[src/rtl/axi4l_timer_sched_if.sv]
// AXI4-Lite bundle shared by the timer scheduler (master) and the machine-timer slave.
// aclk is carried for completeness; the scheduler runs from the same clock net.
interface axi4l_if (input logic aclk);
  logic [31:0] awaddr;
  logic [2:0]  awprot;
  logic        awvalid;
  logic        awready;
  logic [31:0] wdata;
  logic [3:0]  wstrb;
  logic        wvalid;
  logic        wready;
  logic [1:0]  bresp;
  logic        bvalid;
  logic        bready;
  logic [31:0] araddr;
  logic [2:0]  arprot;
  logic        arvalid;
  logic        arready;
  logic [31:0] rdata;
  logic [1:0]  rresp;
  logic        rvalid;
  logic        rready;

  modport master (
    input  aclk,
    output awaddr, awprot, awvalid, input awready,
    output wdata, wstrb, wvalid, input wready,
    input  bresp, bvalid, output bready,
    output araddr, arprot, arvalid, input arready,
    input  rdata, rresp, rvalid, output rready
  );

  modport slave (
    input  aclk,
    input  awaddr, awprot, awvalid, output awready,
    input  wdata, wstrb, wvalid, output wready,
    output bresp, bvalid, input bready,
    input  araddr, arprot, arvalid, output arready,
    output rdata, rresp, rvalid, input rready
  );
endinterface

[src/rtl/axi4l_timer_sched.sv]
// Multiplexes N_CH software deadlines onto one 64-bit mtimecmp: scans for the earliest
// armed deadline, programs it over AXI4-Lite, and pulses/disarms expired channels on irq.
module axi4l_timer_sched #(
  parameter int          N_CH       = 4,
  parameter logic [31:0] TIMER_BASE = 32'h0000_0000
) (
  input  logic                    clk,
  input  logic                    rst,
  input  logic                    irq,
  input  logic                    req_valid,
  output logic                    req_ready,
  input  logic                    req_cancel,
  input  logic [$clog2(N_CH)-1:0] req_idx,
  input  logic [63:0]             req_deadline,
  output logic [N_CH-1:0]         expired,
  output logic                    busy,
  output logic                    err,
  axi4l_if.master                 axi
);
  localparam int IW = $clog2(N_CH);

  typedef enum logic [1:0] {IDLE, SCAN, WR, WRESP} state_t;

  state_t          state_q, state_d;
  logic            fire_q, fire_d;
  logic [IW-1:0]   idx_q, idx_d;
  logic [N_CH-1:0] armed_q, armed_d;
  logic [63:0]     dl_q [N_CH];
  logic [63:0]     dl_d [N_CH];
  logic            min_vld_q, min_vld_d;
  logic [63:0]     min_dl_q, min_dl_d;
  logic            cur_valid_q, cur_valid_d;
  logic [63:0]     cur_dl_q, cur_dl_d;
  logic [N_CH-1:0] expired_q, expired_d;
  logic [1:0]      wr_cnt_q, wr_cnt_d;
  logic            aw_pend_q, aw_pend_d;
  logic            w_pend_q, w_pend_d;
  logic            err_q, err_d;

  logic [63:0]     vis_dl;
  logic            vis_fire, vis_min;
  logic            unused_ok;

  always_comb begin
    state_d     = state_q;
    fire_d      = fire_q;
    idx_d       = idx_q;
    armed_d     = armed_q;
    dl_d        = dl_q;
    min_vld_d   = min_vld_q;
    min_dl_d    = min_dl_q;
    cur_valid_d = cur_valid_q;
    cur_dl_d    = cur_dl_q;
    expired_d   = '0;
    wr_cnt_d    = wr_cnt_q;
    aw_pend_d   = aw_pend_q;
    w_pend_d    = w_pend_q;
    err_d       = err_q;

    // An entry that fires this visit is excluded from the minimum search.
    vis_dl    = dl_q[idx_q];
    vis_fire  = fire_q && armed_q[idx_q] && (vis_dl <= cur_dl_q);
    vis_min   = armed_q[idx_q] && !vis_fire && (!min_vld_q || (vis_dl < min_dl_q));
    req_ready = (state_q == IDLE) && !(irq && cur_valid_q);

    case (state_q)
      IDLE: begin
        if (irq && cur_valid_q) begin
          state_d   = SCAN;
          fire_d    = 1'b1;
          idx_d     = '0;
          min_vld_d = 1'b0;
        end else if (req_valid) begin
          armed_d[req_idx] = !req_cancel;
          dl_d[req_idx]    = req_deadline;
          state_d          = SCAN;
          fire_d           = 1'b0;
          idx_d            = '0;
          min_vld_d        = 1'b0;
        end
      end
      SCAN: begin
        if (vis_fire) begin
          armed_d[idx_q]   = 1'b0;
          expired_d[idx_q] = 1'b1;
        end
        if (vis_min) begin
          min_vld_d = 1'b1;
          min_dl_d  = vis_dl;
        end
        if (idx_q == IW'(N_CH - 1)) begin
          cur_valid_d = min_vld_d;
          cur_dl_d    = min_vld_d ? min_dl_d : '1;
          state_d     = WR;
          wr_cnt_d    = 2'd0;
          aw_pend_d   = 1'b1;
          w_pend_d    = 1'b1;
        end else begin
          idx_d = idx_q + 1'b1;
        end
      end
      WR: begin
        if (aw_pend_q && axi.awready) aw_pend_d = 1'b0;
        if (w_pend_q && axi.wready)   w_pend_d  = 1'b0;
        if (!aw_pend_d && !w_pend_d)  state_d   = WRESP;
      end
      WRESP: begin
        if (axi.bvalid) begin
          if (axi.bresp != 2'b00) err_d = 1'b1;
          if (wr_cnt_q == 2'd2) begin
            state_d = IDLE;
          end else begin
            wr_cnt_d  = wr_cnt_q + 2'd1;
            state_d   = WR;
            aw_pend_d = 1'b1;
            w_pend_d  = 1'b1;
          end
        end
      end
      default: state_d = IDLE;
    endcase
  end

  always_ff @(posedge clk) begin
    if (rst) begin
      state_q     <= IDLE;
      fire_q      <= 1'b0;
      idx_q       <= '0;
      armed_q     <= '0;
      min_vld_q   <= 1'b0;
      cur_valid_q <= 1'b0;
      expired_q   <= '0;
      wr_cnt_q    <= 2'd0;
      aw_pend_q   <= 1'b0;
      w_pend_q    <= 1'b0;
      err_q       <= 1'b0;
    end else begin
      state_q     <= state_d;
      fire_q      <= fire_d;
      idx_q       <= idx_d;
      armed_q     <= armed_d;
      min_vld_q   <= min_vld_d;
      cur_valid_q <= cur_valid_d;
      expired_q   <= expired_d;
      wr_cnt_q    <= wr_cnt_d;
      aw_pend_q   <= aw_pend_d;
      w_pend_q    <= w_pend_d;
      err_q       <= err_d;
    end
  end

  always_ff @(posedge clk) begin
    dl_q     <= dl_d;
    min_dl_q <= min_dl_d;
    cur_dl_q <= cur_dl_d;
  end

  // Low word parked at all-ones first so the half-updated compare can never fire early.
  always_comb begin
    case (wr_cnt_q)
      2'd0:    axi.wdata = 32'hFFFF_FFFF;
      2'd1:    axi.wdata = cur_dl_q[63:32];
      default: axi.wdata = cur_dl_q[31:0];
    endcase
  end

  assign axi.awaddr  = TIMER_BASE + ((wr_cnt_q == 2'd1) ? 32'h0000_000C : 32'h0000_0008);
  assign axi.awprot  = 3'b000;
  assign axi.awvalid = aw_pend_q;
  assign axi.wstrb   = 4'hF;
  assign axi.wvalid  = w_pend_q;
  assign axi.bready  = (state_q == WRESP);
  assign axi.araddr  = '0;
  assign axi.arprot  = 3'b000;
  assign axi.arvalid = 1'b0;
  assign axi.rready  = 1'b0;

  assign expired = expired_q;
  assign busy    = (state_q != IDLE);
  assign err     = err_q;

  assign unused_ok = ^{axi.aclk, axi.arready, axi.rvalid, axi.rdata, axi.rresp};
endmodule
[src/flat_wrapper.sv]
// flat-port wrapper written by rule: the top's interface ports become plain ports
module axi4l_timer_sched_flat 
#(
  parameter int          N_CH       = 4,
  parameter logic [31:0] TIMER_BASE = 32'h0000_0000
)
  (clk, rst, irq, req_valid, req_ready, req_cancel, req_idx, req_deadline, expired, busy, err, aclk, axi_awaddr, axi_awprot, axi_awvalid, axi_awready, axi_wdata, axi_wstrb, axi_wvalid, axi_wready, axi_bresp, axi_bvalid, axi_bready, axi_araddr, axi_arprot, axi_arvalid, axi_arready, axi_rdata, axi_rresp, axi_rvalid, axi_rready);
  axi4l_if axi_i (.aclk(aclk));
  input  logic clk;
  input  logic rst;
  input  logic irq;
  input  logic req_valid;
  output logic req_ready;
  input  logic req_cancel;
  input  logic [$clog2(N_CH)-1:0] req_idx;
  input  logic [63:0] req_deadline;
  output logic [N_CH-1:0] expired;
  output logic busy;
  output logic err;
  input wire logic aclk;
  output wire logic [$bits(axi_i.awaddr)-1:0] axi_awaddr;
  output wire logic [$bits(axi_i.awprot)-1:0] axi_awprot;
  output wire logic [$bits(axi_i.awvalid)-1:0] axi_awvalid;
  input wire logic [$bits(axi_i.awready)-1:0] axi_awready;
  output wire logic [$bits(axi_i.wdata)-1:0] axi_wdata;
  output wire logic [$bits(axi_i.wstrb)-1:0] axi_wstrb;
  output wire logic [$bits(axi_i.wvalid)-1:0] axi_wvalid;
  input wire logic [$bits(axi_i.wready)-1:0] axi_wready;
  input wire logic [$bits(axi_i.bresp)-1:0] axi_bresp;
  input wire logic [$bits(axi_i.bvalid)-1:0] axi_bvalid;
  output wire logic [$bits(axi_i.bready)-1:0] axi_bready;
  output wire logic [$bits(axi_i.araddr)-1:0] axi_araddr;
  output wire logic [$bits(axi_i.arprot)-1:0] axi_arprot;
  output wire logic [$bits(axi_i.arvalid)-1:0] axi_arvalid;
  input wire logic [$bits(axi_i.arready)-1:0] axi_arready;
  input wire logic [$bits(axi_i.rdata)-1:0] axi_rdata;
  input wire logic [$bits(axi_i.rresp)-1:0] axi_rresp;
  input wire logic [$bits(axi_i.rvalid)-1:0] axi_rvalid;
  output wire logic [$bits(axi_i.rready)-1:0] axi_rready;
  assign axi_awaddr = axi_i.awaddr;
  assign axi_awprot = axi_i.awprot;
  assign axi_awvalid = axi_i.awvalid;
  assign axi_i.awready = axi_awready;
  assign axi_wdata = axi_i.wdata;
  assign axi_wstrb = axi_i.wstrb;
  assign axi_wvalid = axi_i.wvalid;
  assign axi_i.wready = axi_wready;
  assign axi_i.bresp = axi_bresp;
  assign axi_i.bvalid = axi_bvalid;
  assign axi_bready = axi_i.bready;
  assign axi_araddr = axi_i.araddr;
  assign axi_arprot = axi_i.arprot;
  assign axi_arvalid = axi_i.arvalid;
  assign axi_i.arready = axi_arready;
  assign axi_i.rdata = axi_rdata;
  assign axi_i.rresp = axi_rresp;
  assign axi_i.rvalid = axi_rvalid;
  assign axi_rready = axi_i.rready;
  axi4l_timer_sched #(.N_CH(N_CH), .TIMER_BASE(TIMER_BASE)) u_core (.clk(clk), .rst(rst), .irq(irq), .req_valid(req_valid), .req_ready(req_ready), .req_cancel(req_cancel), .req_idx(req_idx), .req_deadline(req_deadline), .expired(expired), .busy(busy), .err(err), .axi(axi_i));
endmodule
[config.mk]
export PLATFORM = sky130hd
export DESIGN_NAME = axi4l_timer_sched_flat
export DESIGN_NICKNAME = d
export VERILOG_FILES = /design/src/rtl/axi4l_timer_sched_if.sv /design/src/rtl/axi4l_timer_sched.sv /design/src/flat_wrapper.sv
export SDC_FILE = /design/constraint.sdc
export NUM_CORES = 1
export LEC_CHECK = 0
export CELL_PAD_IN_SITES_DETAIL_PLACEMENT = 0
export CELL_PAD_IN_SITES_GLOBAL_PLACEMENT = 1
export CORE_MARGIN = 5
export CORE_UTILIZATION = 42
export DETAILED_ROUTE_END_ITERATION = 12
export GPL_TIMING_DRIVEN = 0
export PLACE_DENSITY_LB_ADDON = 0.15
export SLEW_MARGIN = 25
export SYNTH_ARGS = -nofsm -noshare
export SYNTH_HDL_FRONTEND = slang
export SYNTH_SLANG_ARGS = --single-unit
[constraint.sdc]
create_clock -name clk -period 7.5 [get_ports clk]
set_clock_uncertainty 0.2 [all_clocks]
set_input_delay 1.875 -clock clk [delete_from_list [all_inputs] [get_ports clk]]
set_output_delay 1.875 -clock clk [all_outputs]
set_load 0.005 [all_outputs]
Yosys cells after proc, flatten, opt, wreduce, memory -nomap -nowiden
Cells that the tools add are included.
{"block": "classes", "bitwise": 7, "reduce_logical": 38, "mux": 50, "n_eq_ne": 15, "order_cmp": 9, "n_addsub": 2}
{"op": "$bwmux W256", "count": 1}
{"op": "$mux W64", "count": 4}
{"op": "$bmux W64 S2", "count": 1}
{"op": "$demux W64 S2", "count": 1}
{"op": "$le A64 B64 Y1", "count": 1}
{"op": "$lt A64 B64 Y1", "count": 1}
{"op": "$pmux W32 S2", "count": 1}
{"op": "$mux W2", "count": 12}
{"op": "$reduce_and A4 Y1", "count": 4}
{"op": "$mux W1", "count": 15}
{"op": "$logic_and A1 B1 Y1", "count": 12}
{"op": "$mux W4", "count": 3}
{"op": "$ne A2 B2 Y1 const B", "count": 5}
{"op": "$reduce_bool A2 Y1", "count": 5}
{"op": "$reduce_and A3 Y1", "count": 3}
{"op": "$eq A2 B2 Y1 const B", "count": 4}
{"op": "$pmux W2 S2", "count": 2}
{"op": "$pmux W2 S4", "count": 1}
{"op": "$pmux W4 S2", "count": 1}
{"op": "$ge A3 B3 Y1 const B", "count": 2}
{"op": "$logic_not A1 Y1", "count": 6}
{"op": "$lt A2 B3 Y1 const B", "count": 2}
{"op": "$ne A2 B1 Y1 const B", "count": 3}
{"op": "$not A2 Y3", "count": 2}
{"op": "other kinds (19)", "count": 29}
{"block": "totals", "reg_bits": 404, "output_inout_bits": 118, "input_bits": 113, "wordCells": 138}

Logic depth before layout (Yosys ltp)
{"block": "depth", "depth_word": 12, "mapped_depth": 16, "mapped_depth_nobuf": 11}

Worst setup path before layout
OpenSTA, ideal clock, no wires.
{"block": "synth_timing", "path_type": "input to register", "start": "input port irq", "end": "register u_core.dl_q[128] (netlist name), enable pin", "slack_ns": 0.047, "required_time_ns": 6.735, "arrival_time_ns": 6.688, "stages": 3, "n_path_buf": 0, "setup_ns": 0.565, "cell_sequence": "a21oi_1 -> nand2_1 -> nor3_1"}
{"block": "synth_via", "elab_chain_len": 3}
{"element": "start: declaration", "line_no": "flat_wrapper.sv:11", "source": "input logic irq;"}
{"element": "$logic_and A1 B1 Y1", "line_no": "axi4l_timer_sched.sv:68", "source": "if (irq && cur_valid_q) begin"}
{"element": "$not A1 Y1 (no line)"}
{"element": "$reduce_and A3 Y1 (no line)"}
{"element": "end signal: assignment", "line_no": "axi4l_timer_sched.sv:153", "source": "dl_q <= dl_d;"}
{"element": "end: declaration", "line_no": "axi4l_timer_sched.sv:28", "source": "logic [63:0] dl_q [N_CH];"}
Every way passes these cells.
A chain may end at the register's enable or synchronous reset.

Worst setup path after layout
{"block": "layout_timing", "start": "register u_core.idx_q[0]", "end": "register u_core.cur_dl_q[16] (data pin)"}
{"block": "layout_via", "elab_chain_len": 11, "word_cells_on_any_way": 17, "classes_between": "order compare: 2; mux: 8; bitwise: 1; reduce/logical: 6"}
{"element": "start: declaration", "line_no": "axi4l_timer_sched.sv:26", "source": "logic [IW-1:0] idx_q, idx_d;"}
{"element": "start signal: assignment", "line_no": "axi4l_timer_sched.sv:140", "source": "idx_q <= idx_d;"}
{"element": "$not A2 Y3 (implied by the code)", "line_no": "axi4l_timer_sched.sv:61", "source": "vis_dl = dl_q[idx_q];"}
{"element": "$bmux W64 S2", "line_no": "axi4l_timer_sched.sv:61"}
{"element": "$mux W64 (implied by the code) (2 in series)", "line_no": "axi4l_timer_sched.sv:61"}
{"element": "$le A64 B64 Y1", "line_no": "axi4l_timer_sched.sv:62", "source": "vis_fire = fire_q && armed_q[idx_q] && (vis_dl <= cur_dl_q);"}
{"element": "$logic_and A1 B1 Y1", "line_no": "axi4l_timer_sched.sv:62"}
{"element": "$logic_not A1 Y1", "line_no": "axi4l_timer_sched.sv:63", "source": "vis_min = armed_q[idx_q] && !vis_fire && (!min_vld_q || (vis_dl < min_dl_q));"}
{"element": "$logic_and A1 B1 Y1 (2 in series)", "line_no": "axi4l_timer_sched.sv:63"}
{"element": "$mux W1", "line_no": "axi4l_timer_sched.sv:87", "source": "if (vis_min) begin"}
{"element": "$mux W1", "line_no": "axi4l_timer_sched.sv:66", "source": "case (state_q)"}
{"element": "end signal: assignment", "line_no": "axi4l_timer_sched.sv:155", "source": "cur_dl_q <= cur_dl_d;"}
{"element": "end: declaration", "line_no": "axi4l_timer_sched.sv:33", "source": "logic [63:0] cur_dl_q, cur_dl_d;"}
Parallel ways exist; a longest one is shown, timed or not. The select of a mux whose other input is x is not followed.

==> results.md <==
* Maxcap violations at 0
* Nets at 2026
* Syn Std Cell Area at 20270 um^2
* VDD IR max at 0.1957 mV
* Setup tns final at 0 ns
* Number of fillers in the final layout at 4166
* Worst-Skew Late Latency at 0.58 ns
* Util after Layout at 51.11%
* Syn Inst Count at 1508
* Psw at 2.267 mW
* Clk slew on worst S/H paths at 0.06 ns
* Synthesized flop and latch total at 404
* Setup Crit Path Kind: reg2reg
* Final Critical Period at 6.265 ns
* Slowest cell on the critical path: nor4_1
* Sequential area share after synthesis at 58.85%
* Layout cell share with drive strength beyond 1 at 17.96%
* IO Pins at 231
* P&R area growth vs syn at 20.37%
* Clock Tree Root: clkbuf_16
* First-pass GRT wire length at 77360 um
* Largest net degree at the start of global routing at 42
* Initial antenna violation count at 1
* Mapped Avg Cell Area at 13.44 um^2
* Internal power at 5.023 mW
* Die W at 229.7 um
* Core box area at 47750 um^2
* Setup violators final at 0
* CP max FO at 10
* Fmax at 159.6 MHz
* Post-route DRC violation count at 0
* Sequential power share at 40.4%
* Worst-margin pin slew at 0.8816 ns
* CTS tree: yes
* Worst Path Arrival at 6.35 ns
* Post-cts sizing count at 0
* Required time of the critical path at 7.58 ns
* Startpoint types: flop
* Min-delay worst type: reg2reg
* Worst hold slack at 0.2488 ns
* CTS max path bufs at 3
* Final instance area at 24400 um^2
* Post CTS Setup Buffer Count at 0
* Rows at 80
* Most frequent cells in the layout: edfxtp_1, inv_1, ha_1, clkdlybuf4s50_1, o21ai_0
* Via count at 12780
* Yosys cell types at 54
* DP HPWL at 37690 um
* Antenna Nets Post-Route at 0
* Die height at 229.7 um
* Remaining Overflow, GRT at 0
* Unrepaired setup endpoints after global routing: false
* DRT iter0 DRCs at 938
* Post-synth EDFFs at 384
* Post-synth ARST share at 0%
* DR vias/cell at 5.266
* Ys Warns at 0
* Cell Area, Placed at 22900 um^2
* Final Max Slew Viols at 0
* Fin crit share at 83.53%
* Vias in the first global route at 12790
* Crit-path cells: buf_6 > clkbuf_2 > buf_1 > mux4_2 > ha_1 > nand4_1 > nor4_1 > nand4_1 > a31o_1 > nand2_1 > a21o_1 > clkbuf_1 > buf_2 > o211ai_2
* Commonest non-fill, non-tap cell in the layout: edfxtp_1
* Critical path endpoint category: flop
* Routed wire length per instance at 20.92 um
* DR pass1 iterations at 5
* Htree depth at 2
* Total power draw at 7.290 mW
* Rel. slew slack at 41.23%
* Status: finished, final reports clean
* Die area at 52760 um^2
* Fraction of power consumed by combinational cells at 28.8%
* Clock network power share at 30.8%
* Total track usage at 18.96%
* Cts bufs inserted at 45
* RePlAce Congestion at 0.8161
* Static Leak at 9.187 nW
* Clk sinks at 404
* Switching share of total power at 31.09%
* Starting Density at 42.46%
* PD cells at 298.7 nW/um^2
* Port Buffers at 118
* CP peak stage delay at 0.76 ns
* Fin. Hold Viols at 0
* Crit-path most repeated cell: nand4_1
* Most common flop cell mapped by yosys: edfxtp_1
* Routed WL at 50760 um
* Cts hold-fix bufs at 0
[state kept, by name (all words and copies together) (netlist names)]
name	flops
u_core.cur_dl_q	64
u_core.expired	4
u_core.min_vld_q	1
u_core.fire_q	1
u_core.err	1
u_core.idx_q	2
u_core.min_dl_q	64
u_core.armed_q	4
u_core.axi.wvalid	1
u_core.state_q	2
u_core.cur_valid_q	1
u_core.wr_cnt_q	2
u_core.dl_q	256
u_core.axi.awvalid	1
[synthesized netlist by cell type (3+ instances only)]
master | number | share of area [%]
nor4_1 | 4 | 0.12
buf_1 | 5 | 0.093
mux4_2 | 64 | 7.1
nand3_1 | 13 | 0.32
and3_1 | 5 | 0.15
mux2i_1 | 3 | 0.15
buf_6 | 16 | 0.89
inv_1 | 206 | 3.8
a211oi_1 | 10 | 0.37
nor2_1 | 30 | 0.56
edfxtp_1 | 384 | 57
nor3_1 | 11 | 0.27
dfxtp_1 | 20 | 2.0
o21ai_0 | 103 | 2.5
buf_4 | 75 | 2.8
nand2_1 | 73 | 1.4
a22oi_1 | 3 | 0.11
o21a_1 | 3 | 0.11
o31ai_1 | 3 | 0.11
clkbuf_1 | 36 | 0.67
o21ai_1 | 57 | 1.4
nor2b_1 | 6 | 0.19
a221oi_1 | 5 | 0.22
and2_1 | 3 | 0.093
a21oi_1 | 49 | 1.2
nand2b_1 | 7 | 0.22
a311oi_1 | 4 | 0.17
buf_2 | 7 | 0.17
ha_1 | 138 | 8.5
and4_1 | 7 | 0.30
nor3b_1 | 4 | 0.15
nand4_1 | 23 | 0.71
o211ai_1 | 44 | 1.6
o211ai_2 | 54 | 3.3
a21o_1 | 10 | 0.37
[power by group through the flow]
| stage | registers [mW] | clock network (mW) | logic [mW] |
|---|---|---|---|
| after global placement | 3.02 | 0 | 2.01 |
| after global routing | 2.97 | 2.39 | 2.37 |
| after CTS | 2.94 | 2.31 | 2.12 |
| after floorplan | 2.97 | 0 | 1.43 |
| final | 2.94 | 2.25 | 2.10 |
| after detailed placement | 2.99 | 0 | 2.11 |
[kinds of logic after synthesis]
group | Yosys count | share of synthesized area, %
buffers and inverters | 345 | 8.412
muxes | 68 | 7.313
adders and majority gates | 138 | 8.517
DFF | 404 | 58.85
and+or+nand+nor | 191 | 4.629
AOI/OAI and AO/OA | 360 | 12.24
other | 2 | 0.03704
[cell type report]
type	instances	area [um^2]	area share [%]
Inverter	206	773.2	3.169
Clock buffer	52	1195	4.896
Timing Repair Buffer	147	1541	6.317
Sequential cell	404	11930	48.89
Tap cell	615	769.5	3.153
Multi-Input combinational cell	832	6948	28.47
Antenna cell	1	2.502	0.01025
Clock inverter	30	302.8	1.241
Buffer	139	939.7	3.850
[stage by stage]
| step | std cells | setup WS, ns |
|---|---|---|
| global placement | 2314 | -4.701 |
| CTS | 2425 | 1.182 |
| global route | 2425 | 0.8650 |
| finish | 2426 | 1.235 |
| detailed placement | 2343 | 1.198 |
| floorplan | 1581 | 0.04669 |
[final timing paths]
check | startpoint | cells after the start | endpoint | slack [ns]
max | u_core.idx_q[0] | 14 | u_core.cur_dl_q[16] | 1.24
min reg2reg | u_core.err | 2 | u_core.err | 0.25
max reg2reg | u_core.idx_q[0] | 14 | u_core.cur_dl_q[16] | 1.24
min | u_core.err | 2 | u_core.err | 0.25
[metal layers]
metal	up-vias	wire length, um	global-route usage (%)
li1	6063	-	-
met1	6322	23560	27.67
met2	332	23350	29.95
met3	56	2870	3.491
met4	2	955	4.129
met5	-	13	0
[critical path: cells and delay by family (launching register included)]
kind	cells	cell delay, ns
adder cells (fa/ha/maj)	1	0.32
buffers and inverters	5	2.20
AO/OA/AOI/OAI	3	0.64
AND/OR/NAND/NOR	4	1.51
flip-flops	1	0.38
multiplexers	1	0.69
(Power assumes the default switching activity.)
==> edit 1: new RTL, same settings <==
`N_CH` is set to 4 in 2 places; all go to 2.
--- a/src/rtl/axi4l_timer_sched.sv
+++ b/src/rtl/axi4l_timer_sched.sv
@@ -1,7 +1,7 @@
 // Multiplexes N_CH software deadlines onto one 64-bit mtimecmp: scans for the earliest
 // armed deadline, programs it over AXI4-Lite, and pulses/disarms expired channels on irq.
 module axi4l_timer_sched #(
-  parameter int          N_CH       = 4,
+  parameter int          N_CH       = 2,
   parameter logic [31:0] TIMER_BASE = 32'h0000_0000
 ) (
   input  logic                    clk,
--- a/src/flat_wrapper.sv
+++ b/src/flat_wrapper.sv
@@ -1,7 +1,7 @@
 // flat-port wrapper written by rule: the top's interface ports become plain ports
 module axi4l_timer_sched_flat 
 #(
-  parameter int          N_CH       = 4,
+  parameter int          N_CH       = 2,
   parameter logic [31:0] TIMER_BASE = 32'h0000_0000
 )
   (clk, rst, irq, req_valid, req_ready, req_cancel, req_idx, req_deadline, expired, busy, err, aclk, axi_awaddr, axi_awprot, axi_awvalid, axi_awready, axi_wdata, axi_wstrb, axi_wvalid, axi_wready, axi_bresp, axi_bvalid, axi_bready, axi_araddr, axi_arprot, axi_arvalid, axi_arready, axi_rdata, axi_rresp, axi_rvalid, axi_rready);
Ports: changed (resized expired and req_idx); port bits go from 231 to 228. The function was not compared with the original's and may differ.
==> edit 1 against the unedited design <==
Sequential cell count decreased by 133; critical path depth unchanged; power decreased by 22%; non-clock buffer count decreased by 51; combinational power decreased by 9.5%; via count decreased by 24%; wire length decreased by 30%; die area decreased by 25%; cell area decreased by 26%; worst setup slack improved by 160 ps; sequential share of layout area decreased by 4.9 points; area after synthesis decreased by 26%; critical endpoint is now u_core.min_dl_q[61]; largest cell class unchanged; highest routed layer is now met4.
==> edit 1: results (changes against the unedited design) <==
| Stage | Result | Reported | Change |
|:---|:---|:---|:---|
| layout | Layout fillers | 3100 | was 4166 |
| worst setup path | Worst reg2reg endpoint | u_core.min_dl_q[61] | was u_core.cur_dl_q[16] |
| grt | All-Layer GR Usage | 17.5% | was 19.0% |
| detailed routing | Via count | 9648 | was 12775 |
| worst setup path | Cell type of the slowest stage on the worst timing path | clkbuf_1 | was nor4_1 |
| placed design | Placement-stage cell area | 17100 um2 | was 22900 um2 |
| grt | Number of global-route vias before repair | 9492 | was 12785 |
| layout | Top flop regs | u_core.dl_q: 128 flops, u_core.cur_dl_q: 64 flops, u_core.min_dl_q: 64 flops | was u_core.dl_q: 256 flops, u_core.cur_dl_q: 64 flops, u_core.min_dl_q: 64 flops |
| logic synthesis | Largest cells by area after synthesis | edfxtp_1 52%, ha_1 11%, mux2_2 5.1% | was edfxtp_1 57%, ha_1 8.5%, mux4_2 7.1% |
| clock network | Inserted Clock Buffers | 30 | was 45 |
| layout | Ant diodes | 0 | was 1 |
| clock network | Worst-Skew Late Latency | 560 ps | was 580 ps |
| logic synthesis | Synth Area in Compound Gates | 11.0% | was 12.2% |
| logic synthesis | Cell types with the highest counts after synthesis | 256 x edfxtp_1, 144 x inv_1, 134 x ha_1 | was 384 x edfxtp_1, 206 x inv_1, 138 x ha_1 |
| grt | First-pass GRT wire length | 54000 um | was 77400 um |
| worst setup path | Largest stage delay on the critical path | 850 ps | was 760 ps |
| logic synthesis | Count of different cell masters after synthesis | 53 | was 54 |
| sta | Worst-margin pin slew | 1070 ps | was 882 ps |
| outcome | Outcome | finished, final reports clean | unchanged |
| logic synthesis | Number of enable-type register cells in the synthesized netlist | 256 | was 384 |
| power and ir drop | Leakage | 7.05 nW | was 9.19 nW |
| power and ir drop | Worst ir drop on vdd | 0.208 mV | was 0.196 mV |
| detailed routing | Drt via density | 5.07 | was 5.27 |
| layout | Nets@finish | 1665 | was 2026 |
| detailed routing | Total detailed-routing wirelength | 35300 um | was 50800 um |
| worst setup path | Launching instance or port of the critical path | u_core.idx_q | was u_core.idx_q[0] |
| floorplan | Starting Density | 42.2% | was 42.5% |
| detailed routing | 1st-iter DRT viols | 554 | was 938 |
-- edit 1: power by group --
group / internal [W] / switching [W]
Combinational: 0.000825 / 0.00108
Sequential: 0.00207 / 0.000147
Clock: 0.000988 / 0.000594
-- edit 1: cell type report --
cell class / instances / area [um2] / share of cell area (%)
sequential: 271 / 7990 / 44.0
timing repair buffer: 121 / 1290 / 7.13
clock buffer: 36 / 795 / 4.38
tap: 461 / 577 / 3.18
clock inverter: 20 / 268 / 1.48
inverter: 144 / 543 / 2.99
buffer: 114 / 811 / 4.47
multi-input combinational: 737 / 5870 / 32.4
-- edit 1: routing by layer --
layer  wire length (um)  global-route usage (%)  vias to the layer above
met5                  0                       0                        -
met4                913                    4.69                        0
met3               1890                    2.30                       56
li1                   -                       -                     4768
met2              16200                    29.1                      243
met1              16300                    24.5                     4581
==> edit 2: new RTL, config.mk and constraints unchanged <==
Made on the original files. Encoding of `state_t`: now one-hot (4 bits for 4 states).
--- a/src/rtl/axi4l_timer_sched.sv
+++ b/src/rtl/axi4l_timer_sched.sv
@@ -19,7 +19,7 @@
 );
   localparam int IW = $clog2(N_CH);
 
-  typedef enum logic [1:0] {IDLE, SCAN, WR, WRESP} state_t;
+  typedef enum logic [3:0] {IDLE = 4'b0001, SCAN = 4'b0010, WR = 4'b0100, WRESP = 4'b1000} state_t;
 
   state_t          state_q, state_d;
   logic            fire_q, fire_d;
Check against the original RTL: no difference found for any inputs over 4 cycles, from zero or initial values and one cycle with rst high; so few cycles prove little.
==> edit 2 against the unedited design <==
First-iteration DRC count decreased by 4.3%; sequential cell count increased by 2; non-clock buffer count decreased by 17; via count decreased by 1.1%; cell area decreased by 0.17%; worst setup slack got worse by 390 ps; largest cell class unchanged; critical path depth unchanged; hold slack improved by 23 ps; wire length increased by 0.36%; critical path type unchanged; area after synthesis decreased by 0.33%; critical endpoint is now u_core.cur_dl_q[13].
Power is not compared: it rests on default switching activity, and its combinational part moved more than twofold at a synthesized area within 25%.
==> edit 2: results (changes against the unedited design) <==
| Stage | Result | Reported | Change |
|:---|:---|:---|:---|
| worst setup path | Worst reg2reg endpoint | u_core.cur_dl_q[13] | was u_core.cur_dl_q[16] |
| layout | Ant diodes | 0 | was 1 |
| detailed routing | Top routing layer used | met4 | was met5 |
| layout | Layout fillers | 4137 | was 4166 |
| grt | First-pass GRT wire length | 76800 um | was 77400 um |
| detailed routing | Met2 Wirelength | 24000 um | was 23400 um |
| clock network | Inserted Clock Buffers | 46 | was 45 |
| logic synthesis | Multiplexer area fraction after synthesis | 10.5% | was 7.31% |
| logic synthesis | Post-synthesis adder-cell area fraction | 8.30% | was 8.52% |
| layout | Count of non-filler cells in the finished layout | 2369 | was 2426 |
| sta | Worst-margin pin slew | 872 ps | was 882 ps |
| logic synthesis | Post-synthesis sequential area ratio | 59.2% | was 58.9% |
| logic synthesis | Count of different cell masters after synthesis | 65 | was 54 |
| worst setup path | Register-to-Register Setup Slack | 850 ps | was 1240 ps |
| logic synthesis | Synth Area in Compound Gates | 8.72% | was 12.2% |
| logic synthesis | Average cell area after synthesis | 13.8 um2 | was 13.4 um2 |
| grt | All-Layer GR Usage | 19.0% | about the same |
| placed design | Global placer's final weighted congestion | 0.826 | was 0.816 |
| detailed routing | Met3 routed WL | 2650 um | was 2870 um |
| placed design | DPL Wire Length | 37800 um | was 37700 um |
| outcome | Outcome | finished, final reports clean | unchanged |
| logic synthesis | Cell types with the highest counts after synthesis | 384 x edfxtp_1, 215 x inv_1, 134 x ha_1 | was 384 x edfxtp_1, 206 x inv_1, 138 x ha_1 |
| logic synthesis | Largest cells by area after synthesis | edfxtp_1 57%, ha_1 8.3%, mux4_2 7.1% | was edfxtp_1 57%, ha_1 8.5%, mux4_2 7.1% |
| worst setup path | Data arrival time of the critical path | 6720 ps | was 6350 ps |
| grt | Antenna violations before repair | 0 | was 1 |
| grt | Number of global-route vias before repair | 12673 | was 12785 |
| detailed routing | Routed length on met1 | 23100 um | was 23600 um |
| grt | Pin count of the biggest net entering global routing | 41 | was 42 |
| logic synthesis | Post-synthesis share of cell area spent on xor and xnor gates | 0.0433% | was 0% |
| layout | Nets@finish | 1963 | was 2026 |
## edit 2: changes by cell type in the layout (fill, tap and decap cells not counted), sizes merged, moves of 6 or more
cell,unedited run,this run
o21ai,160,31
a32oi,1,67
o211ai,98,33
mux2i,3,67
inv,207,218
buf,132,123
clkbuf,88,79
nand2,73,65
a21boi,0,6
clkinvlp,3,9
## edit 2: final cells by class
class,instances,area (um2),area share [%]
flip-flops and latches,406,12000,49.1
clock buffers,51,1170,4.80
well taps,615,769,3.16
repair buffers,135,1460,6.00
clock inverters,35,413,1.69
multi-input cells,778,6870,28.2
plain buffers,134,902,3.70
inverters,215,807,3.31
## edit 2: metal layers
metal,track usage (%),up-vias
li1,-,5943
met1,26.8,6258
met2,30.9,363
met3,2.95,70
met4,5.21,0
met5,0,-
## edit 2: logic make-up (layout without fill, tap and decap cells)
kind of cell    count (synthesis)  in the layout
xor+xnor                        1              1
simple gates                  191            191
compound gates                245            245
flops                         406            406
other cells                     2             75
mux                           132            132
buf+inv                       349            570
fa+ha+maj                     134            134
## edit 2: critical path: stages, from the launching register on
cell and delay, ps:
dfxtp_1 360, clkbuf_1 460, buf_2 500, buf_1 710
mux4_2 670, ha_1 340, nand4_1 260, nor4_2 730
nand3_1 430, nor4_1 670, nand2b_1 260, a211o_1 120
buf_4 260, buf_6 200, a32oi_1 150
## edit 2: how the worst max path moves through the flow
stage / startpoint / to / slack (ps) / depth (start not counted)
floorplan: irq / u_core.dl_q[0] / 1830 / 3
global placement: u_core.state_q[2] / u_core.cur_valid_q / -1250 / 5
detailed placement: u_core.idx_q[0] / u_core.cur_dl_q[13] / 880 / 14
CTS: u_core.idx_q[0] / u_core.cur_dl_q[13] / 860 / 14
global route: u_core.idx_q[0] / u_core.cur_dl_q[34] / 480 / 14
finish: u_core.idx_q[0] / u_core.cur_dl_q[13] / 850 / 14
## edit 2: power breakdown
part | total [W] | switching, W | internal [W]
Clock | 0.00235 | 0.000943 | 0.00141
Sequential | 0.00257 | 0.0000174 | 0.00256
Combinational | 0.000461 | 0.000259 | 0.000202
## edit 2: stage by stage
stage	hold slack [ps]	area, um2	setup slack, ps	TNS, ps	power [W]
floorplan	263	20500	1830	0	0.00290
global placement	260	22400	-1250	-253730	0.00307
detailed placement	263	22800	879	0	0.00308
CTS	275	24400	855	0	0.00545
global route	304	24400	476	0	0.00560
finish	272	24400	848	0	0.00539
